`src/rtl/aes_mode_ctrl.sv`:
```
// aes_mode_ctrl: ECB/CBC/CTR session sequencer in front of an iterative AES-128 core.
// Exactly one block is in flight; chaining and counter state live here, not in the core.
module aes_mode_ctrl #(
    parameter int NBLK_W = 16,
    parameter int CTR_W  = 32
) (
    input  logic              CLK,
    input  logic              RST,
    input  logic              start_in,
    input  logic [1:0]        mode_in,
    input  logic [NBLK_W-1:0] nblocks_in,
    input  logic [127:0]      key_in,
    input  logic [127:0]      iv_in,
    input  logic              blk_valid_in,
    input  logic [127:0]      blk_data_in,
    output logic              blk_ready_out,
    output logic              out_valid_out,
    output logic [127:0]      out_data_out,
    input  logic              out_ready_in,
    output logic              busy_out,
    output logic              done_out,
    output logic              core_start_out,
    output logic [127:0]      core_data_out,
    output logic [127:0]      core_key_out,
    input  logic [127:0]      core_data_in,
    input  logic              core_valid_in
);

    typedef enum logic [2:0] {
        S_IDLE,
        S_LOAD,
        S_ISSUE,
        S_RUN,
        S_OUT,
        S_DONE
    } state_t;

    typedef enum logic [1:0] {
        M_ECB,
        M_CBC,
        M_CTR
    } mode_t;

    state_t            state;
    state_t            state_n;
    mode_t             mode_r;
    mode_t             mode_dec;
    logic [NBLK_W-1:0] rem_r;
    logic [127:0]      key_r;
    logic [127:0]      chain_r;
    logic [127:0]      pt_r;
    logic [127:0]      cdata_r;
    logic [127:0]      out_r;

    logic              start_acc;
    logic              blk_acc;
    logic              core_done;
    logic [127:0]      cin;
    logic [127:0]      res;
    logic [127:0]      chain_nx;
    logic [127:0]      ctr_inc;

    assign start_acc = (state == S_IDLE) && start_in;
    assign blk_acc   = (state == S_LOAD) && blk_valid_in;
    assign core_done = (state == S_RUN) && core_valid_in;

    always_comb begin
        mode_dec = M_ECB;
        unique case (1'b1)
            mode_in == 2'b01: mode_dec = M_CBC;
            mode_in == 2'b10: mode_dec = M_CTR;
            default:          mode_dec = M_ECB;
        endcase
    end

    always_ff @(posedge CLK or posedge RST) begin
        if (RST) begin
            state <= S_IDLE;
        end else begin
            state <= state_n;
        end
    end

    always_comb begin
        state_n = state;
        unique case (state)
            S_IDLE: begin
                if (start_in) begin
                    state_n = (nblocks_in == '0) ? S_DONE : S_LOAD;
                end
            end
            S_LOAD: begin
                if (blk_valid_in) begin
                    state_n = S_ISSUE;
                end
            end
            S_ISSUE: state_n = S_RUN;
            S_RUN: begin
                if (core_valid_in) begin
                    state_n = S_OUT;
                end
            end
            S_OUT: begin
                if (out_ready_in) begin
                    state_n = (rem_r == '0) ? S_DONE : S_LOAD;
                end
            end
            S_DONE:  state_n = S_IDLE;
            default: state_n = S_IDLE;
        endcase
    end

    // Only the low CTR_W bits count; the carry out of that field is dropped.
    always_comb begin
        ctr_inc = chain_r;
        ctr_inc[CTR_W-1:0] = chain_r[CTR_W-1:0] + CTR_W'(1);
    end

    always_comb begin
        cin = blk_data_in;
        unique case (1'b1)
            mode_r == M_CBC: cin = blk_data_in ^ chain_r;
            mode_r == M_CTR: cin = chain_r;
            default:         cin = blk_data_in;
        endcase
    end

    always_comb begin
        res      = core_data_in;
        chain_nx = chain_r;
        unique case (1'b1)
            mode_r == M_CBC: chain_nx = core_data_in;
            mode_r == M_CTR: begin
                res      = pt_r ^ core_data_in;
                chain_nx = ctr_inc;
            end
            default: res = core_data_in;
        endcase
    end

    always_ff @(posedge CLK or posedge RST) begin
        if (RST) begin
            mode_r  <= M_ECB;
            rem_r   <= '0;
            key_r   <= '0;
            chain_r <= '0;
            pt_r    <= '0;
            cdata_r <= '0;
            out_r   <= '0;
        end else begin
            if (start_acc) begin
                mode_r  <= mode_dec;
                rem_r   <= nblocks_in;
                key_r   <= key_in;
                chain_r <= iv_in;
            end
            if (blk_acc) begin
                pt_r    <= blk_data_in;
                cdata_r <= cin;
            end
            if (core_done) begin
                out_r   <= res;
                chain_r <= chain_nx;
                rem_r   <= rem_r - NBLK_W'(1);
            end
        end
    end

    assign blk_ready_out  = (state == S_LOAD);
    assign core_start_out = (state == S_ISSUE);
    assign out_valid_out  = (state == S_OUT);
    assign done_out       = (state == S_DONE);
    assign busy_out       = (state != S_IDLE);
    assign out_data_out   = out_r;
    assign core_data_out  = cdata_r;
    assign core_key_out   = key_r;

endmodule

```
`config.mk`:
```
export PLATFORM = sky130hd
export DESIGN_NAME = aes_mode_ctrl
export DESIGN_NICKNAME = d
export VERILOG_FILES = /design/src/rtl/aes_mode_ctrl.sv
export SDC_FILE = /design/constraint.sdc
export NUM_CORES = 2
export LEC_CHECK = 0
export ABC_AREA = 1
export CORE_AREA = 2 2 359 361
export CTS_CLUSTER_DIAMETER = 120
export DETAILED_ROUTE_END_ITERATION = 16
export DIE_AREA = 0 0 361 363
export GPL_TIMING_DRIVEN = 0
export SLEW_MARGIN = 40
export SYNTH_ARGS = -nofsm -noshare
export SYNTH_HDL_FRONTEND = slang
export SYNTH_SLANG_ARGS = --single-unit
```
`constraint.sdc`:
```
create_clock -name CLK -period 33 [get_ports CLK]
set_input_delay 3.3 -clock CLK [delete_from_list [all_inputs] [get_ports CLK]]
set_output_delay 3.3 -clock CLK [all_outputs]
set_load 0.01 [all_outputs]
```
==> reports/results.tsv <==
metric	value	unit
CTS resizes	0	
Cells after DPL	6548	
DRC	0	
GP Congestion	0.967	
crit path launch type	input pin	
CTS sink cnt	661	
port buffer count	924	
maximum vdd drop	0.0455	mV
Syn Area/Cell	7.98	µm²
final setup vio count	0	
Synth Area in Compound Gates	0.134	
Setup Buffers After CTS	0	
DIE AREA	131000	µm²
post-synth top area share	0.525	
Seq/Total Area, Yosys	0.525	
routed wire length	172000	µm
synthesized flop and latch total	661	
fin crit period	5.62	ns
setup TNS	0	ns
Reg power frac	0.328	
initial core utilization	0.248	
WP data required	33.51	ns
Syn Inst Count	3947	
Cell Rows	131	
CP top delay family	buffers and inverters	
period utilisation layout	0.170	
Max-slew headroom	0.385	
largest family of logic cells by synthesized area	simple AND/OR/NAND/NOR gates	
number of synthesized flops with an enable pin	0	
clock network fraction of total power	0.202	
Critical Path Max Stage Delay	0.67	ns
HP Class	flip-flop to flip-flop	
Lkg Pwr	20.0	nW
reg2reg end	chain_r[39]	
Layout area overhead	46.2	%
Root Buffer Master	clkbuf_16	
top cells by area, synth	dfrtp_1 (53%), nand2_1 (15%), o21ai_0 (5.6%)	
status	finished, final reports clean	
Worst R2R Start	state[0]	
Synth Warn #	0	
hpwl dp	135000	µm
CORE AREA	127000	µm²
R2R Setup Slk	29.92	ns
most frequent cells in the layout	nand2_1 (1,284), clkdlybuf4s50_1 (924), dfrtp_1 (661)	
Total Routing Usage GR	0.254	
PwrDens	101	nW/µm²
Vias/cell	4.97	
routed vias	33400	
Most Frequent Cell on Critical Path	buf_2	
main flop type after synthesis	dfrtp_1	
post-route ant nets	0	
first-pass GRT wire length	240000	µm
RSZ-0062 raised after global routing	false	
Async S/R FF share, synth	1.00	
Cell Area, Synth	31500	µm²
fmax	178	MHz
Netlist cell types	35	
final hold vios	0	
max_cap viols	0	
Hold Buf Count CTS	0	
Synth area leader	dfrtp_1	
Avg WL per Cell	25.6	µm
largest net degree at the start of global routing	74	
Synth Area in XOR/XNOR	0.0381	
vias in the first global route	32700	
clock buffer depth	3	
Critical path buffers and inverters	4	
commonest non-fill, non-tap cell in the layout	nand2_1	
Slew Limit Fails	0	
Tot Pwr	0.00463	W
Clock Latency Late Sink	0.67	ns
PnR worst setup slack	27.38	ns
CTS tree	yes	
Slowest cell on crit path	buf_2	
IO Count	925	
WHS Path Cells	2	
Reg2Reg Depth	8	
Reg clk slew, reported paths	0.06	ns
adder-cell share of the synthesized area	0.00199	
top fanout value on the critical path	11	
Worst Setup End Kind	flip-flop	
Setup Skew	0.0238	ns
layout cell share with drive strength beyond 1	0.0527	
htree depth	3	
worst hold path startpoint	core_key_out[116]	
number of buffers created by CTS	82	
Crit Path Category	input pin to flip-flop	
Worst Max-Slew Pin Slew	0.923	ns
Comb pwr share	0.471	
final cell count without fillers	6721	
Post-Synth Simple-Gate Area	0.249	
Setup WS pre-CTS	26.62	ns
Critical Path, Cell by Cell	clkdlybuf4s50_1, nand3_2, nand2_2, inv_2, nor2_2, buf_2, buf_2, a31oi_1	
Pre-antenna DRT Iters	9	
die width	361	µm
Iteration-0 DRC Markers	2883	
grt ovf	0	
die height	363	µm
Post-Synthesis Net Count	4488	
Sw Pwr	0.00203	W
Arr. time, crit path	6.13	ns
switching share of power	0.439	
initial antenna violation count	47	
layout net count	5511	
Hold Path End	core_key_out[116]	
Pint	0.00260	W
mux contribution to synthesized area	0	
-- stage by stage --
step | area [µm²] | utilization | hold WS (ns)
global placement | 42800 | 0.337 | 0.462
finish | 46000 | 0.362 | 0.477
detailed placement | 43300 | 0.341 | 0.464
global route | 46000 | 0.362 | 0.492
floorplan | 31500 | - | 0.449
CTS | 46000 | 0.362 | 0.480
-- power groups by stage --
stage | Clock, W | Sequential, W | Combinational (W)
after global placement | 0 | 0.00151 | 0.00213
after global routing | 0.000983 | 0.00155 | 0.00236
after floorplan | 0 | 0.00152 | 0.000951
after CTS | 0.000950 | 0.00151 | 0.00219
final | 0.000933 | 0.00152 | 0.00218
after detailed placement | 0 | 0.00151 | 0.00218
-- cells in the mapped netlist (all sizes together), types with 2 or more instances --
cell type	count
a22oi	6
xor2	135
o221ai	12
nor2	386
o22ai	3
nor4	3
clkbuf	192
dfrtp	661
ha	5
nand2	1286
a31oi	198
inv	122
nor3	5
nand3	283
or2	2
o31ai	2
o211ai	8
clkinv	2
o32ai	8
o21ai	446
xnor2	2
buf	81
a21oi	83
nand4	12
-- sequential cells by signal, indices dropped and copies added (netlist names) --
register and flops:
core_key_out 128, out_data_out 128, mode_r 2, rem_r 16
pt_r 128, state 3, core_data_out 128, chain_r 128
-- area by class of cell --
class | instances | area [µm²]
Inverter | 124 | 473
Tap cell | 1662 | 2080
Clock buffer | 116 | 2410
Multi-Input combinational cell | 2889 | 13300
Sequential cell | 661 | 16500
Timing Repair Buffer | 939 | 9650
Clock inverter | 26 | 290
Fill cell | 13200 | 81000
Antenna cell | 31 | 77.6
Buffer | 273 | 1180
-- logic make-up after synthesis --
logic type,Yosys count
DFF,661
AOI/OAI and AO/OA,770
adders and majority gates,5
xor gates and xnor gates,137
and+or+nand+nor,1977
buffers and inverters,397
-- how the worst max path moves through the flow --
stage / startpoint / end / slack [ns] / cells after the start
final: start_in / chain_r[39] / 27.38 / 8
after CTS: start_in / chain_r[33] / 27.34 / 8
after floorplan: RST / chain_r[0] / 11.18 / 1
after global routing: start_in / chain_r[36] / 27.28 / 8
after global placement: RST / out_data_out[18] / 1.32 / 2
after detailed placement: start_in / chain_r[39] / 26.62 / 8
-- worst register-to-register path, stage by stage, from the launching register on --
cell and delay (ns):
dfrtp_1 0.43, nor2_2 0.20, nand3_2 0.28, nand2_2 0.29, inv_2 0.12, nor2_2 0.31, buf_2 0.68, buf_2 0.47
a31oi_1 0.16
-- layer usage --
layer	global-route usage	vias to the layer above	part of all wire
li1	-	15100	-
met1	0.332	16400	0.42
met2	0.402	1572	0.46
met3	0.0632	317	0.084
met4	0.101	20	0.038
met5	0	-	0.00075
(Power assumes the default switching activity.)
